<file path="config.mk">
export PLATFORM = sky130hd
export DESIGN_NAME = i2c_txn_arbiter
export DESIGN_NICKNAME = d
export VERILOG_FILES = /design/src/rtl/i2c_arb_pkg.sv /design/src/rtl/i2c_txn_arbiter_rr_picker.sv /design/src/rtl/i2c_txn_arbiter.sv
export SDC_FILE = /design/constraint.sdc
export NUM_CORES = 1
export LEC_CHECK = 0
export ABC_AREA = 1
export CORE_MARGIN = 2
export CORE_UTILIZATION = 39
export CTS_CLUSTER_DIAMETER = 50
export CTS_CLUSTER_SIZE = 12
export DETAILED_ROUTE_END_ITERATION = 8
export PLACE_DENSITY = 0.82
export SLEW_MARGIN = 25
export SYNTH_ARGS = -nofsm -noshare
export SYNTH_HDL_FRONTEND = slang
export SYNTH_HIERARCHICAL = 1
export SYNTH_SLANG_ARGS = --single-unit
</file>
<file path="constraint.sdc">
create_clock -name clock -period 3 [get_ports clock]
set_clock_uncertainty 0.1 [all_clocks]
set_input_delay 0.45 -clock clock [delete_from_list [all_inputs] [get_ports clock]]
set_output_delay 0.45 -clock clock [all_outputs]
set_load 0.02 [all_outputs]
</file>
<file path="src/rtl/i2c_arb_pkg.sv">
// Shared types and defaults for the i2c transaction arbiter.
package i2c_arb_pkg;

  typedef enum logic [1:0] {
    IDLE,
    ARB,
    XFER,
    GAP
  } arbState_t;

  localparam int unsigned DEF_N_REQ      = 4;
  localparam int unsigned DEF_GAP_CYCLES = 64;
  localparam int unsigned ADDR_W         = 7;
  localparam int unsigned BYTE_W         = 8;

endpackage

</file>
<file path="src/rtl/i2c_txn_arbiter_rr_picker.sv">
// Combinational round-robin picker: first active request at or after ptr, wrapping.
module rr_picker #(
  parameter int unsigned N_REQ = 4
) (
  input  logic [N_REQ-1:0]         req,
  input  logic [$clog2(N_REQ)-1:0] ptr,
  output logic [N_REQ-1:0]         pickOh,
  output logic [$clog2(N_REQ)-1:0] pickIdx,
  output logic                     pickAny
);

  localparam int unsigned IDX_W = $clog2(N_REQ);

  logic [IDX_W-1:0] cand;

  // Scan requesters starting at the pointer; the first hit wins.
  always_comb begin
    pickOh  = '0;
    pickIdx = '0;
    pickAny = 1'b0;
    cand    = '0;
    for (int unsigned i = 0; i < N_REQ; i++) begin
      cand = IDX_W'((32'(ptr) + i) % N_REQ);
      if (!pickAny && req[cand]) begin
        pickAny       = 1'b1;
        pickIdx       = cand;
        pickOh[cand]  = 1'b1;
      end
    end
  end

endmodule

</file>
<file path="src/rtl/i2c_txn_arbiter.sv">
// Shares one i2c master between N_REQ clients: round-robin grant, byte routing,
// byte counting, done/err pulses and a guard gap before the next grant.
module i2c_txn_arbiter
  import i2c_arb_pkg::*;
#(
  parameter int unsigned N_REQ      = DEF_N_REQ,
  parameter int unsigned GAP_CYCLES = DEF_GAP_CYCLES
) (
  input  logic                      clock,
  input  logic                      reset,
  input  logic [N_REQ-1:0]          req,
  input  logic [ADDR_W*N_REQ-1:0]   reqAddr,
  input  logic [N_REQ-1:0]          reqRdWr,
  input  logic [BYTE_W*N_REQ-1:0]   reqLen,
  input  logic [BYTE_W*N_REQ-1:0]   wrData,
  input  logic [N_REQ-1:0]          wrValid,
  output logic [N_REQ-1:0]          wrReady,
  output logic [BYTE_W-1:0]         rdData,
  output logic [N_REQ-1:0]          rdValid,
  input  logic [N_REQ-1:0]          rdReady,
  output logic [N_REQ-1:0]          grant,
  output logic [N_REQ-1:0]          done,
  output logic [N_REQ-1:0]          err,
  output logic [ADDR_W-1:0]         addr,
  output logic                      rdWr,
  output logic [BYTE_W-1:0]         inData,
  output logic                      inValid,
  input  logic                      inReady,
  input  logic [BYTE_W-1:0]         outData,
  input  logic                      outValid,
  output logic                      outReady
);

  localparam int unsigned IDX_W = $clog2(N_REQ);
  localparam int unsigned GAP_W = $clog2(GAP_CYCLES + 1);
  localparam logic [IDX_W-1:0] LAST_IDX = IDX_W'(N_REQ - 1);
  localparam logic [GAP_W-1:0] GAP_LOAD = GAP_W'(GAP_CYCLES - 1);

  arbState_t state, stateNext;

  logic [IDX_W-1:0]  ptr;
  logic [IDX_W-1:0]  owner;
  logic [BYTE_W-1:0] len;
  logic [BYTE_W-1:0] count;
  logic [GAP_W-1:0]  gapCnt;

  logic [ADDR_W-1:0] addrArr   [N_REQ];
  logic [BYTE_W-1:0] lenArr    [N_REQ];
  logic [BYTE_W-1:0] wrDataArr [N_REQ];

  logic [N_REQ-1:0]  pickOh;
  logic [IDX_W-1:0]  pickIdx;
  logic              pickAny;
  logic [ADDR_W-1:0] selAddr;
  logic [BYTE_W-1:0] selLen;
  logic              selRdWr;
  logic              selZero;

  logic hs;
  logic lastByte;

  // Split the flat per-requester buses into indexable arrays.
  always_comb begin
    for (int unsigned i = 0; i < N_REQ; i++) begin
      addrArr[i]   = reqAddr[ADDR_W*i +: ADDR_W];
      lenArr[i]    = reqLen[BYTE_W*i +: BYTE_W];
      wrDataArr[i] = wrData[BYTE_W*i +: BYTE_W];
    end
  end

  rr_picker #(
    .N_REQ(N_REQ)
  ) uPicker (
    .req    (req),
    .ptr    (ptr),
    .pickOh (pickOh),
    .pickIdx(pickIdx),
    .pickAny(pickAny)
  );

  // Winner's transaction descriptor and the per-byte handshake of the owner.
  always_comb begin
    selAddr  = addrArr[pickIdx];
    selLen   = lenArr[pickIdx];
    selRdWr  = reqRdWr[pickIdx];
    selZero  = (selLen == '0);
    hs       = 1'b0;
    if (state == XFER) begin
      hs = rdWr ? (outValid && rdReady[owner]) : (wrValid[owner] && inReady);
    end
    lastByte = (count == len - 8'd1);
  end

  // State register.
  always_ff @(posedge clock) begin
    if (reset) begin
      state <= IDLE;
    end else begin
      state <= stateNext;
    end
  end

  // Next-state logic.
  always_comb begin
    stateNext = state;
    unique case (state)
      IDLE: if (|req) stateNext = ARB;
      ARB: begin
        if (!pickAny)     stateNext = IDLE;
        else if (selZero) stateNext = GAP;
        else              stateNext = XFER;
      end
      XFER: if (hs && lastByte) stateNext = GAP;
      GAP:  if (gapCnt == '0) stateNext = IDLE;
      default: stateNext = IDLE;
    endcase
  end

  // Transaction latches, rr pointer, byte and gap counters, registered grant/done/err.
  always_ff @(posedge clock) begin
    if (reset) begin
      ptr    <= '0;
      owner  <= '0;
      addr   <= '0;
      rdWr   <= 1'b0;
      len    <= '0;
      count  <= '0;
      gapCnt <= '0;
      grant  <= '0;
      done   <= '0;
      err    <= '0;
    end else begin
      done <= '0;
      err  <= '0;
      unique case (state)
        ARB: begin
          if (pickAny) begin
            owner <= pickIdx;
            addr  <= selAddr;
            rdWr  <= selRdWr;
            len   <= selLen;
            count <= '0;
            ptr   <= (pickIdx == LAST_IDX) ? '0 : pickIdx + 1'b1;
            if (selZero) begin
              done   <= pickOh;
              err    <= pickOh;
              gapCnt <= GAP_LOAD;
            end else begin
              grant <= pickOh;
            end
          end
        end
        XFER: begin
          if (hs) begin
            count <= count + 8'd1;
            if (lastByte) begin
              done   <= grant;
              grant  <= '0;
              gapCnt <= GAP_LOAD;
            end
          end
        end
        GAP: begin
          if (gapCnt != '0) gapCnt <= gapCnt - 1'b1;
        end
        default: ;
      endcase
    end
  end

  // Stream routing to/from the owner. Gated by reset so the master sees
  // valid/ready fall in the same cycle reset is raised.
  always_comb begin
    inData   = '0;
    inValid  = 1'b0;
    outReady = 1'b0;
    wrReady  = '0;
    rdValid  = '0;
    rdData   = outData;
    if (state == XFER && !reset) begin
      if (!rdWr) begin
        inData         = wrDataArr[owner];
        inValid        = wrValid[owner];
        wrReady[owner] = inReady;
      end else begin
        outReady       = rdReady[owner];
        rdValid[owner] = outValid;
      end
    end
  end

endmodule

</file>
Word level (Yosys, flattened, before mapping)
Cells that the tools add are included.

storage, ports and cells
  register bits = 49
  input port bits = 120
  output and inout port bits = 46
  logic and storage cells = 165

cells by class
  add/sub/neg operators = 7
  order comparisons = 13
  equality and inequality tests = 14
  muxes and demuxes = 83
  bitwise logic cells = 8
  reductions and logical operators = 29

operators by type and width
  operator                                             number
  two-way mux 4 bit                                    16
  two-way mux 8 bit                                    8
  two-way mux 7 bit                                    7
  binary-select mux 8 bit (select 2 bit)               2
  two-way mux 1 bit                                    23
  one-hot mux 7 bit (3 select lines)                   1
  < comparator 2 x 3 -> 1 bit, second input constant   6
  two-way mux 2 bit                                    9
  != test 2 bit, second input constant                 8
  one-hot mux 4 bit (2 select lines)                   2
  one-hot mux 8 bit (2 select lines)                   1
  binary-select mux 1 bit (select 2 bit)               7
  binary-select mux 7 bit (select 2 bit)               1
  logical AND 1 bit                                    12
  bitwise OR 4 bit                                     3
  demux 1 bit (select 2 bit)                           5
  >= comparator 2 x 1 -> 1 bit, second input constant  5
  adder 8 x 1 -> 8 bit, second input constant          1
  bitwise AND 4 bit                                    2
  equality test 8 bit                                  1
  logical NOT 8 bit                                    1
  one-hot mux 2 bit (4 select lines)                   1
  subtractor 8 x 1 -> 8 bit, second input constant     1
  logical NOT 7 bit                                    1
  20 further kinds                                     30

Logic depth before layout (Yosys ltp)
Gate-level depths: netlist (run 1).

  word-level depth = 20
  mapped depth = 23
  mapped depth without buffers = 20

Modules after synthesis
Netlist (run 1), hierarchy kept.

modules (own cells, without submodules)
  module           times used  cells an instance  area an instance (um^2)
  i2c_txn_arbiter  1           550                3408.3
  rr_picker        1           74                 440.4

Least setup slack after synthesis (run 1)
No wires, ideal clock.

  path type = register to register
  from = register ptr[0]
  to = register gapCnt[0]
  setup time = 0.113 ns
  arrival = 2.790 ns
  data required time = 2.787 ns
  path slack = -0.003 ns
  stages on the path, launching flop included = 22
  buffers on the path = 2
  period minus slack after synthesis = 3.003 ns
  cells stage by stage = dfxtp_1 inv_2 ha_1 inv_1 nand3_1 nand2_1 nor2_1 a21oi_1 nand3_1 buf_4 inv_2 buf_4 nand2_1 nand3_1 nand2_1 nand2_1 nor2_1 a21oi_1 nor2_4 nand2_4 o21ai_1 nor2_1

between the ends
  cells in the longest elaborated chain, start to end = 19
  elaborated cells on any way between the ends = 33
  those cells by class = add/sub: 3; eq/ne: 2; mux: 19; bitwise: 1; reduce/logical: 8

ends and longest elaborated chain
  what                                                           line                             text
  start, declared                                                i2c_txn_arbiter.sv:41            logic [IDX_W-1:0] ptr;
  start signal, assigned                                         i2c_txn_arbiter.sv:143           ptr <= (pickIdx == LAST_IDX) ? '0 : pickIdx + 1'b1;
  branches (longest 11 deep; another with adder 2 x 1 -> 2 bit)  --
  two-way mux 2 bit (*)                                          i2c_txn_arbiter_rr_picker.sv:24  if (!pickAny && req[cand]) begin
  named net pickIdx[0]                                           i2c_txn_arbiter.sv:52            logic [IDX_W-1:0] pickIdx;
  NOT 2 -> 3 bit (not written as such) (*)                       i2c_txn_arbiter.sv:84            selLen = lenArr[pickIdx];
  binary-select mux 8 bit (select 2 bit) (*)                     i2c_txn_arbiter.sv:84
  two-way mux 8 bit (not written as such) (*) (2 in series)      i2c_txn_arbiter.sv:84
  logical NOT 8 bit (*)                                          i2c_txn_arbiter.sv:86            selZero = (selLen == '0);
  != test 2 bit (no line) (*)                                    --
  AND reduction 6 bit (no line) (*)                              --
  end signal, assigned                                           i2c_txn_arbiter.sv:164           if (gapCnt != '0) gapCnt <= gapCnt - 1'b1;
  end, declared                                                  i2c_txn_arbiter.sv:45            logic [GAP_W-1:0] gapCnt;

Mark *: on every way through the listed nets, which the timed path passes. The select of a mux whose other input is x is not followed.
A chain may end at the register's enable or synchronous reset.

Worst setup path after layout (run 1)
  from = register ptr[1]
  to = register grant[3]

between the ends
  cells in the longest elaborated chain, start to end = 19
  elaborated cells on any way between the ends = 63
  those cells by class = add/sub: 3; order compare: 8; eq/ne: 2; mux: 34; bitwise: 4; reduce/logical: 12

ends and longest elaborated chain
  what                                                           line                             text
  branches (longest 11 deep; another with adder 2 x 1 -> 2 bit)  --
  two-way mux 2 bit (*)                                          i2c_txn_arbiter_rr_picker.sv:24
  named net pickIdx[1]                                           i2c_txn_arbiter.sv:52
  NOT 2 -> 3 bit (not written as such) (*)                       i2c_txn_arbiter.sv:84
  binary-select mux 8 bit (select 2 bit) (*)                     i2c_txn_arbiter.sv:84
  two-way mux 8 bit (not written as such) (*) (2 in series)      i2c_txn_arbiter.sv:84
  logical NOT 8 bit (*)                                          i2c_txn_arbiter.sv:86
  != test 2 bit (no line) (*)                                    --
  AND reduction 5 bit (no line) (*)                              --
  end signal, assigned                                           i2c_txn_arbiter.sv:149           grant <= pickOh;
  end, declared                                                  i2c_txn_arbiter.sv:21            output logic [N_REQ-1:0] grant,

Marks and branches as above.

==> results by group, run 1 <==
Floorplan
  – Die Ht: slightly above 100 µm
  – Starting density of the core: between 30% and 40%
  – Width of the die: around 100 µm
  – Core area: 9680 µm²
  – Cell Rows: 36
  – Die Area: approximately 11,000 µm²
  – Num ports: 166

Routing
  – DRC violations left: 0
  – First-pass DRT Iterations: 5
  – Iteration-0 DRC Markers: around 250
  – Via total after detailed routing: 4,931
  – Routed WL: 13,600 µm
  – Routed via count divided by cell count: roughly 5.3
  – Routed length per placed instance: between 10 and 15 µm
  – Number of nets still failing antenna checks after routing: 0

Power and ir drop
  – Internal Pwr Total: 0.00300 W
  – Share of power burned in the clock network: approximately 8.5%
  – Sum of internal, switching and leakage power: 0.00603 W
  – Cell leakage power: 2.62 nW
  – Worst vdd rail ir drop: 577 µV
  – Fraction of power consumed by sequential logic: 16.3%
  – Share of total power in combinational logic: between 70% and 80%
  – NetSw: 0.00303 W
  – Cell Pwr Density: 1010 nW/µm²
  – Switching fraction of total power: approximately half

Worst setup path
  – Critical register-to-register path endpoint: grant[3]
  – WP data required: ~3.2 ns
  – Delay of the slowest critical-path stage: 0.35 ns
  – Worst path bufs/invs: 4
  – Sequence of cells on the critical path: inv_2, ha_4, buf_4, nand2_2, nand2_2, nor2_4, buf_6, nand4_1, nand3_4, buf_6, nand3_2, nand2_2, nand2_1, nor2_2, nand2_2, nor2_4, nor2_4, nand2_4, nand2_1, a21oi_2
  – Worst-path maximum fanout: 5
  – Library cell appearing most often on the critical path: nand2_2
  – Worst setup SP type: flop
  – Standard cell with the maximum stage delay on the critical path: dfxtp_2
  – Critical path start-end classification: flop to flop
  – Start of the worst register-to-register path: ptr[1]
  – R2r worst-path depth: 20
  – Flop2flop setup slack: 0.07 ns
  – Worst Setup End Kind: flop
  – Arrival time of the worst setup path: 3.09 ns
  – Kind of cell adding the most delay to the critical path: simple AND/OR/NAND/NOR gates

Finish
  – Area growth from synthesis to final layout: 55.1%
  – Footprint of the multi-input gates: 2600 µm²
  – Count of fill cells added during filler insertion: 892
  – Nets: 937
  – Number of diodes added for antenna fixing: 0
  – Share of cells above drive strength 1: 16.4%
  – Total area of sequential cells: 983 µm²
  – Fin cells: 936
  – Share of the core filled with cells in the final layout: 61.7%

Placement
  – Placed cell count: slightly above 900
  – Port Buf Inserts: 149
  – Half-perimeter wire length after detailed placement: 10,700 µm
  – Post-placement setup slack: -0.246 ns
  – GPL Wtd Cong: 0.890

GRT
  – Via count of the first global-routing pass: 4,569
  – First-pass GRT wire length: 20,200 µm
  – Largest net degree at the start of global routing: 21
  – Grt total ovfl: 0
  – Initial antenna violation count: 0
  – Total GRT Usage: 23.9%

Run
  – MaxCap Viol Count: 0

Synth
  – Post-synthesis cell area: 3850 µm²
  – Synth warnings: 6
  – Gate count of the mapped netlist: about 620
  – Net count of the mapped netlist: 759
  – Share of the yosys chip area belonging to registers: 25.5%
  – Post-synthesis average cell area: 6.17 µm²
  – Synth Register Bits: 49
  – Number of distinct standard cells referenced by the synthesized netlist: 36

Clocking
  – Worst-Skew Late Latency: about 0.31 ns
  – Maximum root-to-sink buffer count: 2
  – Clock Sink Count: 49
  – Number of buffers inserted during clock tree synthesis: 5
  – Clock slew at reported path FFs: roughly 0.10 ns
  – Number of levels the H-tree was split into: 2
  – Clock tree from TritonCTS: done
  – Buffer type at the clock tree root: clkbuf_8

Timing
  – Final setup violating endpoints: 0
  – Part of the cycle the worst path needs: between 90 and 100%
  – Final period demand of the worst path: 2.93 ns
  – Final hold vios: 0
  – Max frequency: 0.341 GHz
  – Worst-margin pin slew: 0.487 ns
  – Total count of max-transition violations in the final report: 0
  – Rel. slew slack: 67.5%
  – Worst setup margin: 0.0699 ns

Min path
  – Worst hold path cell count: 2
  – Hold path startpoint: gapCnt[0]
  – Worst hold path type: flop to flop
  – Hold path endpoint: gapCnt[0]

Run status
  – Run status: complete, no violations
-- flip-flops by register name, summed over array words and instances, names as in the netlist, named ones only --
signal  flops
err         4
state       1
ptr         2
rdWr        1
done        4
len         8
grant       4
gapCnt      7
addr        7
count       8
owner       2
-- routing by layer --
| layer | GRT usage, % | share of wire (%) | up-vias |
|---|---|---|---|
| met3 | 4.03 | 8.3 | 38 |
| met4 | 9.82 | 3.1 | 0 |
| met2 | 45.8 | 50 | 233 |
| li1 | - | - | 2396 |
| met1 | 25.6 | 38 | 2264 |
| met5 | 0 | 0 | - |
-- power by group through the flow --
stage / clock network [W] / logic (W) / registers, W
final: 0.000511 / 0.00454 / 0.000983
after global routing: 0.000546 / 0.00498 / 0.00101
after CTS: 0.000518 / 0.00399 / 0.000972
after detailed placement: 0 / 0.00395 / 0.000984
after global placement: 0 / 0.00387 / 0.000982
after floorplan: 0 / 0.00255 / 0.00104
-- area by class of cell --
class                           instances  share of cell area, %
Multi-Input combinational cell        488                   43.5
Clock inverter                          2                  0.629
Sequential cell                        49                   16.5
Timing Repair Buffer                  199                   31.4
Inverter                               59                   3.86
Clock buffer                            6                   1.38
Tap cell                              133                   2.79
-- worst min-delay path: stages, from the launching register on --
cell	delay, ns
dfxtp_1	0.35
nor2_1	0.05
nor2_1	0.07
-- cell usage in the layout, fill, tap and decap left out, types with 2 or more instances in the layout --
cell type | synthesis | layout
o22ai_1 | 8 | 8
clkinv_1 | 4 | 3
xor2_1 | 4 | 4
nand2_1 | 157 | 146
dfxtp_1 | 49 | 47
dlygate4sd2_1 | 0 | 5
inv_1 | 49 | 46
nor3_1 | 4 | 4
nor2_2 | 3 | 4
dlymetal6s2s_1 | 0 | 7
a31oi_1 | 8 | 8
nand4_1 | 7 | 7
clkdlybuf4s50_1 | 0 | 129
clkbuf_2 | 0 | 4
or2_2 | 4 | 4
buf_4 | 11 | 46
nand3_2 | 3 | 7
nor4_1 | 2 | 2
a21oi_1 | 39 | 34
nand3_1 | 64 | 59
dfxtp_2 | 0 | 2
nand3_4 | 2 | 3
nor2_4 | 5 | 7
xnor2_1 | 3 | 3
a21boi_0 | 4 | 4
o21ai_0 | 32 | 32
inv_2 | 5 | 7
nand2_2 | 11 | 21
clkbuf_8 | 0 | 6
ha_1 | 15 | 14
nand2_4 | 2 | 3
a22oi_1 | 17 | 17
o21ai_2 | 0 | 2
buf_6 | 2 | 4
a21oi_2 | 0 | 5
clkdlybuf4s15_1 | 0 | 4
nor2_1 | 89 | 86
-- synth_stat cells --
library cell	number	area, µm²
a22oi_1	17	128
inv_1	49	184
nand2_4	2	22.5
o22ai_1	8	50.1
clkinv_1	4	15.0
nand3b_1	1	7.51
a31oi_1	8	50.1
nand3_1	64	320
xor2_1	4	35.0
ha_1	15	188
nor4_1	2	12.5
clkinv_2	1	5.00
dfxtp_1	49	981
nand3_2	3	30.0
nand4_1	7	43.8
buf_2	6	30.0
nand2_2	11	68.8
buf_6	2	22.5
nor2_4	5	56.3
nand4_2	1	12.5
clkbuf_1	7	26.3
nor3_1	4	20.0
o21ai_1	2	10.0
nor2_1	89	334
a21oi_1	39	195
buf_4	11	82.6
buf_1	2	7.51
xnor2_1	3	26.3
o21ai_0	32	160
nand3_4	2	35.0
or2_2	4	25.0
nand2_1	157	589
inv_2	5	18.8
nor2_2	3	18.8
a21boi_0	4	30.0
o31ai_1	1	7.51
-- logic make-up after synthesis --
| kind of cell | synth area share, % |
|---|---|
| AO/OA/AOI/OAI | 16.4 |
| XOR/XNOR | 1.59 |
| adder cells (fa/ha/maj) | 4.88 |
| flip-flops | 25.5 |
| buffers and inverters | 10.2 |
| AND/OR/NAND/NOR | 41.5 |
-- metrics by stage --
stage	setup TNS, ns	hold WS, ns	instance area, µm²
floorplan	0	0.359	3850
global placement	-2.66	0.369	5640
detailed placement	-3.24	0.374	5640
CTS	0	0.404	5750
global route	-0.607	0.430	5970
finish	0	0.402	5970
-- how the worst max path moves through the flow --
stage / startpoint / to / slack (ns) / cells after the start
2_1_floorplan: ptr[0] / gapCnt[0] / 0.03 / 22
4_1_cts: state[0] / rdValid[2] / 0.02 / 8
3_3_place_gp: req[1] / grant[1] / -0.19 / 20
5_1_grt: ptr[0] / grant[3] / -0.07 / 20
6_report: ptr[1] / grant[3] / 0.07 / 20
3_5_place_dp: req[2] / gapCnt[1] / -0.25 / 21
-- timing repair --
action                                  4_1_cts  5_1_grt
resized for setup                            15       62
pin swaps                                     0       20
gates cloned                                  0        1
endpoints found under the setup margin       16       32
hold buffers                                  0        0
buffers inserted                              0        9
(Power assumes the default switching activity.)
==> inputs of run 2 (changes only) <==
Settings changed: CTS_CLUSTER_DIAMETER 50 to unset.
==> results of run 2 <==
The final DEF is identical to that of run 1; final timing and power are the same.
